<file path="src/rtl/imem_arbiter_if.sv">
// rtl/imem_arbiter_if.sv - fetch, loader and memory-port signals of the imem arbiter
interface imem_arbiter_if #(
  parameter int AW = 10
);
  logic          fetch_req;
  logic [31:0]   fetch_addr;
  logic          fetch_gnt;
  logic          fetch_rvalid;
  logic [31:0]   fetch_rdata;

  logic          ld_req;
  logic          ld_we;
  logic [31:0]   ld_addr;
  logic [31:0]   ld_wdata;
  logic          ld_gnt;
  logic          ld_rvalid;
  logic [31:0]   ld_rdata;

  logic          err;

  logic          mem_en;
  logic          mem_we;
  logic [AW-1:0] mem_addr;
  logic [31:0]   mem_wdata;
  logic [31:0]   mem_rdata;

  modport slave (
    input  fetch_req, fetch_addr,
    input  ld_req, ld_we, ld_addr, ld_wdata,
    input  mem_rdata,
    output fetch_gnt, fetch_rvalid, fetch_rdata,
    output ld_gnt, ld_rvalid, ld_rdata,
    output err,
    output mem_en, mem_we, mem_addr, mem_wdata
  );

  modport master (
    output fetch_req, fetch_addr,
    output ld_req, ld_we, ld_addr, ld_wdata,
    output mem_rdata,
    input  fetch_gnt, fetch_rvalid, fetch_rdata,
    input  ld_gnt, ld_rvalid, ld_rdata,
    input  err,
    input  mem_en, mem_we, mem_addr, mem_wdata
  );
endinterface

</file>
<file path="src/rtl/imem_arbiter.sv">
// rtl/imem_arbiter.sv - single-port instruction memory arbiter between fetch and loader
// Loader has priority; fetch is forced through after STARVE_MAX consecutive loader wins.
module imem_arbiter #(
  parameter int DEPTH      = 1024,
  parameter int AW         = 10,
  parameter int STARVE_MAX = 4
) (
  input  logic         clk,
  input  logic         reset,
  imem_arbiter_if.slave bus
);

  typedef enum logic [2:0] {
    RSP_NONE,
    RSP_FETCH,
    RSP_LD,
    RSP_BAD_FETCH,
    RSP_BAD_LD
  } rsp_t;

  localparam logic [3:0] STARVE_LIM = 4'(STARVE_MAX);

  rsp_t       rsp_st;
  logic [3:0] starve_cnt;
  logic       fetch_bad;
  logic       ld_bad;
  logic       fetch_win;
  logic       ld_win;
  logic       win_bad;

  always_comb begin
    fetch_bad = (bus.fetch_addr[1:0] != 2'b00) || (bus.fetch_addr[31:2] >= 30'(DEPTH));
    ld_bad    = (bus.ld_addr[1:0] != 2'b00) || (bus.ld_addr[31:2] >= 30'(DEPTH));
    fetch_win = !reset && bus.fetch_req && (!bus.ld_req || (starve_cnt == STARVE_LIM));
    ld_win    = !reset && bus.ld_req && !fetch_win;
    win_bad   = (fetch_win && fetch_bad) || (ld_win && ld_bad);
  end

  assign bus.fetch_gnt = fetch_win;
  assign bus.ld_gnt    = ld_win;

  // Bad accesses are still granted but never reach the array.
  always_comb begin
    bus.mem_en    = 1'b0;
    bus.mem_we    = 1'b0;
    bus.mem_addr  = '0;
    bus.mem_wdata = '0;
    if (fetch_win) begin
      bus.mem_en   = !fetch_bad;
      bus.mem_addr = bus.fetch_addr[AW+1:2];
    end else if (ld_win) begin
      bus.mem_en    = !ld_bad;
      bus.mem_we    = !ld_bad && bus.ld_we;
      bus.mem_addr  = bus.ld_addr[AW+1:2];
      bus.mem_wdata = bus.ld_wdata;
    end
  end

  always_ff @(posedge clk or posedge reset) begin
    if (reset) begin
      rsp_st           <= RSP_NONE;
      starve_cnt       <= 4'd0;
      bus.fetch_rvalid <= 1'b0;
      bus.ld_rvalid    <= 1'b0;
      bus.err          <= 1'b0;
    end else begin
      starve_cnt <= (ld_win && bus.fetch_req) ? starve_cnt + 4'd1 : 4'd0;
      // A bad write flags err without any read response.
      bus.err    <= win_bad;
      if (fetch_win) begin
        rsp_st           <= fetch_bad ? RSP_BAD_FETCH : RSP_FETCH;
        bus.fetch_rvalid <= 1'b1;
        bus.ld_rvalid    <= 1'b0;
      end else if (ld_win && !bus.ld_we) begin
        rsp_st           <= ld_bad ? RSP_BAD_LD : RSP_LD;
        bus.fetch_rvalid <= 1'b0;
        bus.ld_rvalid    <= 1'b1;
      end else begin
        rsp_st           <= RSP_NONE;
        bus.fetch_rvalid <= 1'b0;
        bus.ld_rvalid    <= 1'b0;
      end
    end
  end

  always_comb begin
    bus.fetch_rdata = (rsp_st == RSP_FETCH) ? bus.mem_rdata : 32'h0;
    bus.ld_rdata    = (rsp_st == RSP_LD)    ? bus.mem_rdata : 32'h0;
  end

endmodule

</file>
<file path="src/flat_wrapper.sv">
// flat-port wrapper written by rule: the top's interface ports become plain ports
module imem_arbiter_flat 
#(
  parameter int DEPTH      = 1024,
  parameter int AW         = 10,
  parameter int STARVE_MAX = 4
)
  (clk, reset, bus_fetch_req, bus_fetch_addr, bus_ld_req, bus_ld_we, bus_ld_addr, bus_ld_wdata, bus_mem_rdata, bus_fetch_gnt, bus_fetch_rvalid, bus_fetch_rdata, bus_ld_gnt, bus_ld_rvalid, bus_ld_rdata, bus_err, bus_mem_en, bus_mem_we, bus_mem_addr, bus_mem_wdata);
  imem_arbiter_if #(.AW(AW)) bus_i ();
  input  logic clk;
  input  logic reset;
  input wire logic [$bits(bus_i.fetch_req)-1:0] bus_fetch_req;
  input wire logic [$bits(bus_i.fetch_addr)-1:0] bus_fetch_addr;
  input wire logic [$bits(bus_i.ld_req)-1:0] bus_ld_req;
  input wire logic [$bits(bus_i.ld_we)-1:0] bus_ld_we;
  input wire logic [$bits(bus_i.ld_addr)-1:0] bus_ld_addr;
  input wire logic [$bits(bus_i.ld_wdata)-1:0] bus_ld_wdata;
  input wire logic [$bits(bus_i.mem_rdata)-1:0] bus_mem_rdata;
  output wire logic [$bits(bus_i.fetch_gnt)-1:0] bus_fetch_gnt;
  output wire logic [$bits(bus_i.fetch_rvalid)-1:0] bus_fetch_rvalid;
  output wire logic [$bits(bus_i.fetch_rdata)-1:0] bus_fetch_rdata;
  output wire logic [$bits(bus_i.ld_gnt)-1:0] bus_ld_gnt;
  output wire logic [$bits(bus_i.ld_rvalid)-1:0] bus_ld_rvalid;
  output wire logic [$bits(bus_i.ld_rdata)-1:0] bus_ld_rdata;
  output wire logic [$bits(bus_i.err)-1:0] bus_err;
  output wire logic [$bits(bus_i.mem_en)-1:0] bus_mem_en;
  output wire logic [$bits(bus_i.mem_we)-1:0] bus_mem_we;
  output wire logic [$bits(bus_i.mem_addr)-1:0] bus_mem_addr;
  output wire logic [$bits(bus_i.mem_wdata)-1:0] bus_mem_wdata;
  assign bus_i.fetch_req = bus_fetch_req;
  assign bus_i.fetch_addr = bus_fetch_addr;
  assign bus_i.ld_req = bus_ld_req;
  assign bus_i.ld_we = bus_ld_we;
  assign bus_i.ld_addr = bus_ld_addr;
  assign bus_i.ld_wdata = bus_ld_wdata;
  assign bus_i.mem_rdata = bus_mem_rdata;
  assign bus_fetch_gnt = bus_i.fetch_gnt;
  assign bus_fetch_rvalid = bus_i.fetch_rvalid;
  assign bus_fetch_rdata = bus_i.fetch_rdata;
  assign bus_ld_gnt = bus_i.ld_gnt;
  assign bus_ld_rvalid = bus_i.ld_rvalid;
  assign bus_ld_rdata = bus_i.ld_rdata;
  assign bus_err = bus_i.err;
  assign bus_mem_en = bus_i.mem_en;
  assign bus_mem_we = bus_i.mem_we;
  assign bus_mem_addr = bus_i.mem_addr;
  assign bus_mem_wdata = bus_i.mem_wdata;
  imem_arbiter #(.DEPTH(DEPTH), .AW(AW), .STARVE_MAX(STARVE_MAX)) u_core (.clk(clk), .reset(reset), .bus(bus_i));
endmodule
</file>
<file path="config.mk">
export PLATFORM = sky130hd
export DESIGN_NAME = imem_arbiter_flat
export DESIGN_NICKNAME = d
export VERILOG_FILES = /design/src/rtl/imem_arbiter_if.sv /design/src/rtl/imem_arbiter.sv /design/src/flat_wrapper.sv
export SDC_FILE = /design/constraint.sdc
export NUM_CORES = 1
export LEC_CHECK = 0
export ABC_AREA = 1
export CORE_AREA = 5 5 93 95
export CTS_CLUSTER_SIZE = 20
export DETAILED_ROUTE_END_ITERATION = 7
export DIE_AREA = 0 0 98 100
export MAX_ROUTING_LAYER = met4
export PLACE_DENSITY = 0.69
export SYNTH_ARGS = -nofsm -noshare
export SYNTH_HDL_FRONTEND = slang
export SYNTH_SLANG_ARGS = --single-unit
</file>
<file path="constraint.sdc">
create_clock -name clk -period 3.8 [get_ports clk]
set_input_delay 0.38 -clock clk [delete_from_list [all_inputs] [get_ports clk]]
set_output_delay 0.38 -clock clk [all_outputs]
set_load 0.02 [all_outputs]
</file>
* Word-level counts from Yosys, hierarchy flattened *
Cells that the tools add are included.

word-level totals
  word-level logic and storage cells = 50
  input bits = 133
  output and inout port bits = 113
  flip-flop bits (word level) = 10
  memories kept = 0
  memory bits (read-only) = 0
  bits in latches = 0
  memory bits (writable) = 0

operators by class
  mux-type cells = 18
  bitwise gates (word level) = 0
  eq/ne operators = 3
  shifts and indexed selects = 0
  multipliers = 0
  add/subtract/negate cells = 1
  reductions and logical operators = 21
  $lt $le $gt $ge = 2
  divide/modulo/power cells = 0

operators with widths
  operator                                                                                number
  32-bit two-way mux                                                                      4
  30-bit by 11-bit greater-or-equal comparator with 1-bit output (second input constant)  2
  10-bit two-way mux                                                                      2
  1-bit logical AND                                                                       9
  3-bit two-way mux                                                                       3
  1-bit two-way mux                                                                       7
  1-bit zero test                                                                         6
  4-bit by 1-bit adder with 4-bit output (second input constant)                          1
  4-bit by 3-bit == test with 1-bit output (second input constant)                        1
  1-bit logical OR                                                                        4
  4-bit two-way mux                                                                       1
  2-bit nonzero test                                                                      2
  3-bit by 1-bit == test with 1-bit output (second input constant)                        1
  3-bit by 2-bit == test with 1-bit output (second input constant)                        1
  2-bit two-way mux                                                                       1

* Logic depth before layout (Yosys ltp) *
  depth after elaboration = 8
  mapped depth = 10
  depth with buffers taken out = 9

* Worst setup path before layout *
No wires, ideal clock.

  path kind = reg2out
  from = register u_core.starve_cnt[0]
  to = output bus_mem_we
  path slack = 2066 ps
  cell stages (with the launch flop) = 8
  required time = 3420 ps
  arrival time = 1354 ps
  buffers on the path = 0
  cells stage by stage = dfrtp_1 -> inv_1 -> ha_1 -> nand3_1 -> nand2_1 -> nand2_2 -> nand2_4 -> nor3_1

on the way
  longest elaborated chain between the ends = 7

ends and longest elaborated chain
  element                                     line                text
  start: declaration                          imem_arbiter.sv:24  logic [3:0] starve_cnt;
  start signal: assignment                    imem_arbiter.sv:67  starve_cnt <= (ld_win && bus.fetch_req) ? starve_cnt + 4'd1 : 4'd0;
  4-bit by 3-bit == test with 1-bit output *  imem_arbiter.sv:34  fetch_win = !reset && bus.fetch_req && (!bus.ld_req || (starve_cnt == STARVE_LIM));
  1-bit logical OR *                          imem_arbiter.sv:34
  1-bit logical AND *                         imem_arbiter.sv:34
  1-bit zero test                             imem_arbiter.sv:35  ld_win = !reset && bus.ld_req && !fetch_win;
  1-bit logical AND                           imem_arbiter.sv:35
  1-bit two-way mux                           imem_arbiter.sv:51  end else if (ld_win) begin
  1-bit two-way mux *                         imem_arbiter.sv:48  if (fetch_win) begin
  end: declaration                            flat_wrapper.sv:27  output wire logic [$bits(bus_i.mem_we)-1:0] bus_mem_we;

Mark *: on every way between the ends. The rest lies on a longest branch, timed or not.

* Worst setup path in the final report *
  from = input reset
  to = output bus_mem_addr[4]

on the way
  longest elaborated chain between the ends = 7

ends and longest elaborated chain
  element                          line                                    text
  start: declaration               flat_wrapper.sv:11                      input logic reset;
  1-bit zero test *                imem_arbiter.sv:34, imem_arbiter.sv:35
  1-bit logical AND (2 in series)  imem_arbiter.sv:34
  1-bit zero test                  imem_arbiter.sv:35
  1-bit logical AND                imem_arbiter.sv:35
  10-bit two-way mux               imem_arbiter.sv:51
  10-bit two-way mux *             imem_arbiter.sv:48
  end: declaration                 flat_wrapper.sv:28                      output wire logic [$bits(bus_i.mem_addr)-1:0] bus_mem_addr;

Marked as above.

==> impl_metrics.env <==
export IMPL_dr_first_iter_drc_count=33
export IMPL_avgSynthCellArea_sq_um=4.64
export IMPL_cts_clk_slew_worst_paths_ns=0.04
export IMPL_fin_crit_sh_pct=77.5
export IMPL_finalMaxSlewViolations=0
export IMPL_cts_sinks=9
export IMPL_wl_um=8060
export IMPL_place_gp_congestion=0.894
export IMPL_start_util_pct=18.0
export IMPL_worst_clock_skew_ns=0.00182
export IMPL_tns_ns=0
export IMPL_htreeDepth=1
export IMPL_critical_path_class="in2out"
export IMPL_rsz0062_at_grt="false"
export IMPL_io_buffers=245
export IMPL_ys_types=18
export IMPL_end_kind="output port"
export IMPL_placed_cells=633
export IMPL_layout_drive_gt1_share_pct=1.68
export IMPL_maxCapViolations=0
export IMPL_multi_input_area_sq_um=800
export IMPL_wl_per_cell_um=12.7
export IMPL_critical_path_arrival_ns=2.56
export IMPL_area_delta_synth_final_pct=187
export IMPL_syn_num_nets=431
export IMPL_synth_area_leader_cell="nor2_1"
export IMPL_die_y_um=100
export IMPL_synth_enable_flop_cells=0
export IMPL_synth_seq_cells=9
export IMPL_syn_area_sq_um=1370
export IMPL_worstMarginPinSlew_ns=1.00
export IMPL_finalHoldViolCount=0
export IMPL_r2r_start="u_core.starve_cnt[0]"
export IMPL_final_util_pct=51.6
export IMPL_cts_resized=0
export IMPL_startpoint="reset"
export IMPL_rows=32
export IMPL_synth_compound_area_share_pct=0
export IMPL_cts_setup_buffers=0
export IMPL_synth_most_common_cell="nor2_1"
export IMPL_synthAdderAreaFrac_pct=1.82
export IMPL_ys_flop_type="dfrtp_1"
export IMPL_endpoint="bus_mem_addr[4]"
export IMPL_stdcell_area_sq_um=3950
export IMPL_vdd_ir_drop_max_mv=0.0790
export IMPL_drc=0
export IMPL_regArea_sq_um=225
export IMPL_num_antenna_cells=0
export IMPL_synth_area_top_cells="nor2_1, inv_1, dfrtp_1"
export IMPL_n_fill_cell=746
export IMPL_die_area_sq_um=9800
export IMPL_power_density_nw_per_um2=140
export IMPL_status="complete, no violations"
export IMPL_hp_class="in2async"
export IMPL_cts_hold_buf=0
export IMPL_grt_pass1_wl_um=11600
export IMPL_regToRegSetupSlack_ns=2.06
export IMPL_setup_viol=0
export IMPL_drtPass1Iterations=4
export IMPL_finalWorstPathRequiredPeriod_ns=2.94
export IMPL_yosysTopAreaCellShare_pct=36.1
export IMPL_grt_antenna_before_repair=0
export IMPL_synthArstFlopShare_pct=100
export IMPL_fin_nets=671
export IMPL_dpl_cell_area_sq_um=3900
export IMPL_io_pins=246
export IMPL_grt_max_degree=36
export IMPL_synthTopCellsByCount="nor2_1, inv_1, nand2_1"
export IMPL_cts_buffers=3
export IMPL_reg2reg_to="u_core.starve_cnt[0]"
export IMPL_synth_mux_area_share_pct=0
export IMPL_cts_tree="built"
export IMPL_grt_use_total_pct=15.1
export IMPL_synth_top_family_by_area="simple AND/OR/NAND/NOR gates"
export IMPL_path_max_fanout=35
export IMPL_synth_seq_area_share_pct=16.4
export IMPL_ys_warn_count=0
export IMPL_root_buffer="clkbuf_8"
export IMPL_vias=2458
export IMPL_fmax_mhz=340
export IMPL_start_kind="primary input"
export IMPL_die_w_um=98
export IMPL_p_leak_nw=1.88
export IMPL_fin_cells=637
export IMPL_ant_nets=0
export IMPL_grt_overflow=0
export IMPL_worstPathRequired_ns=3.42
export IMPL_clk_path_buf_depth=2
export IMPL_dp_hpwl_um=7400
export IMPL_via_per_inst=3.86
export IMPL_synth_xor_area_share_pct=1.28
export IMPL_grt_pass1_vias=2535
export IMPL_relSlewSlack_pct=33.1
export IMPL_syn_inst=296
export IMPL_core_sq_um=7650
export IMPL_clk_latency_ns=0.24
export IMPL_yosys_area_share_simple_pct=55.1
export IMPL_r2r_cells=9
## state kept, by name (all words and copies together) (netlist names)
signal / count
u_core.bus.err: 1
u_core.bus.ld_rvalid: 1
u_core.rsp_st: 3
u_core.starve_cnt: 4
## cell type report
class / instances / share of cell area [%]
inverter: 77 / 7.32
clock buffer: 3 / 1.05
sequential: 9 / 5.71
tap: 102 / 3.23
multi-input combinational: 199 / 20.3
clock inverter: 1 / 0.127
timing repair buffer: 246 / 62.3
## worst min path at each step
stage,start,end,slack (ns),cells after the start
2_1_floorplan,reset,u_core.bus.err,0.22,1
3_3_place_gp,u_core.starve_cnt[0],u_core.starve_cnt[0],0.48,1
3_5_place_dp,u_core.starve_cnt[0],u_core.starve_cnt[0],0.50,1
4_1_cts,reset,u_core.bus.ld_rvalid,0.44,2
5_1_grt,reset,u_core.bus.err,0.47,2
6_report,reset,u_core.bus.err,0.43,2
## routing by layer
metal  wire length (um)  vias to the layer above  GRT usage [%]
met5                  0                        -              -
met4                 82                        0           3.51
met3                718                        7           2.43
met2               4320                      159           30.2
met1               2940                     1002           15.3
li1                   -                     1290              -
## cells in the final DEF (no fill, tap or decap)
| cell type | Yosys | final |
|---|---|---|
| clkbuf_8 | 0 | 3 |
| or2_2 | 1 | 1 |
| ha_1 | 2 | 2 |
| nand2_1 | 52 | 52 |
| nand3_1 | 5 | 5 |
| buf_4 | 1 | 1 |
| nor2_1 | 132 | 132 |
| xor2_1 | 1 | 1 |
| inv_2 | 1 | 1 |
| nand2_2 | 1 | 1 |
| xnor2_1 | 1 | 1 |
| inv_1 | 76 | 76 |
| nand4_1 | 2 | 2 |
| dfrtp_1 | 9 | 9 |
| clkdlybuf4s50_1 | 0 | 245 |
| clkinv_2 | 0 | 1 |
| nor3_1 | 1 | 1 |
| nand2_4 | 1 | 1 |
## critical path, cell delays in order
cell	delay [ns]
clkdlybuf4s50_1	0.42
inv_1	0.27
nand2_1	0.09
inv_1	0.11
nand2_4	0.21
inv_2	0.29
nand2_1	0.10
nand2_1	0.07
clkdlybuf4s50_1	0.61
## stage by stage
step	total power (W)	setup WS (ns)	hold slack (ns)
detailed placement	0.000446	0.810	0.496
finish	0.000553	0.855	0.431
global route	0.000585	0.633	0.467
floorplan	0.000220	2.07	0.216
CTS	0.000561	0.813	0.443
global placement	0.000444	0.861	0.478
## where the power goes
part	leakage [nW]	switching [W]	internal [W]	total, W
clock	0.0255	0.0000392	0.0000715	0.000111
sequential	0.122	0.00000129	0.0000992	0.000100
combinational	1.73	0.000140	0.000201	0.000341
## cells by family after synthesis
kind of cell,after synthesis
flip-flops,9
adder cells (fa/ha/maj),2
AND/OR/NAND/NOR,195
buffers and inverters,88
XOR/XNOR,2
Power figures use the tool's default switching activity.
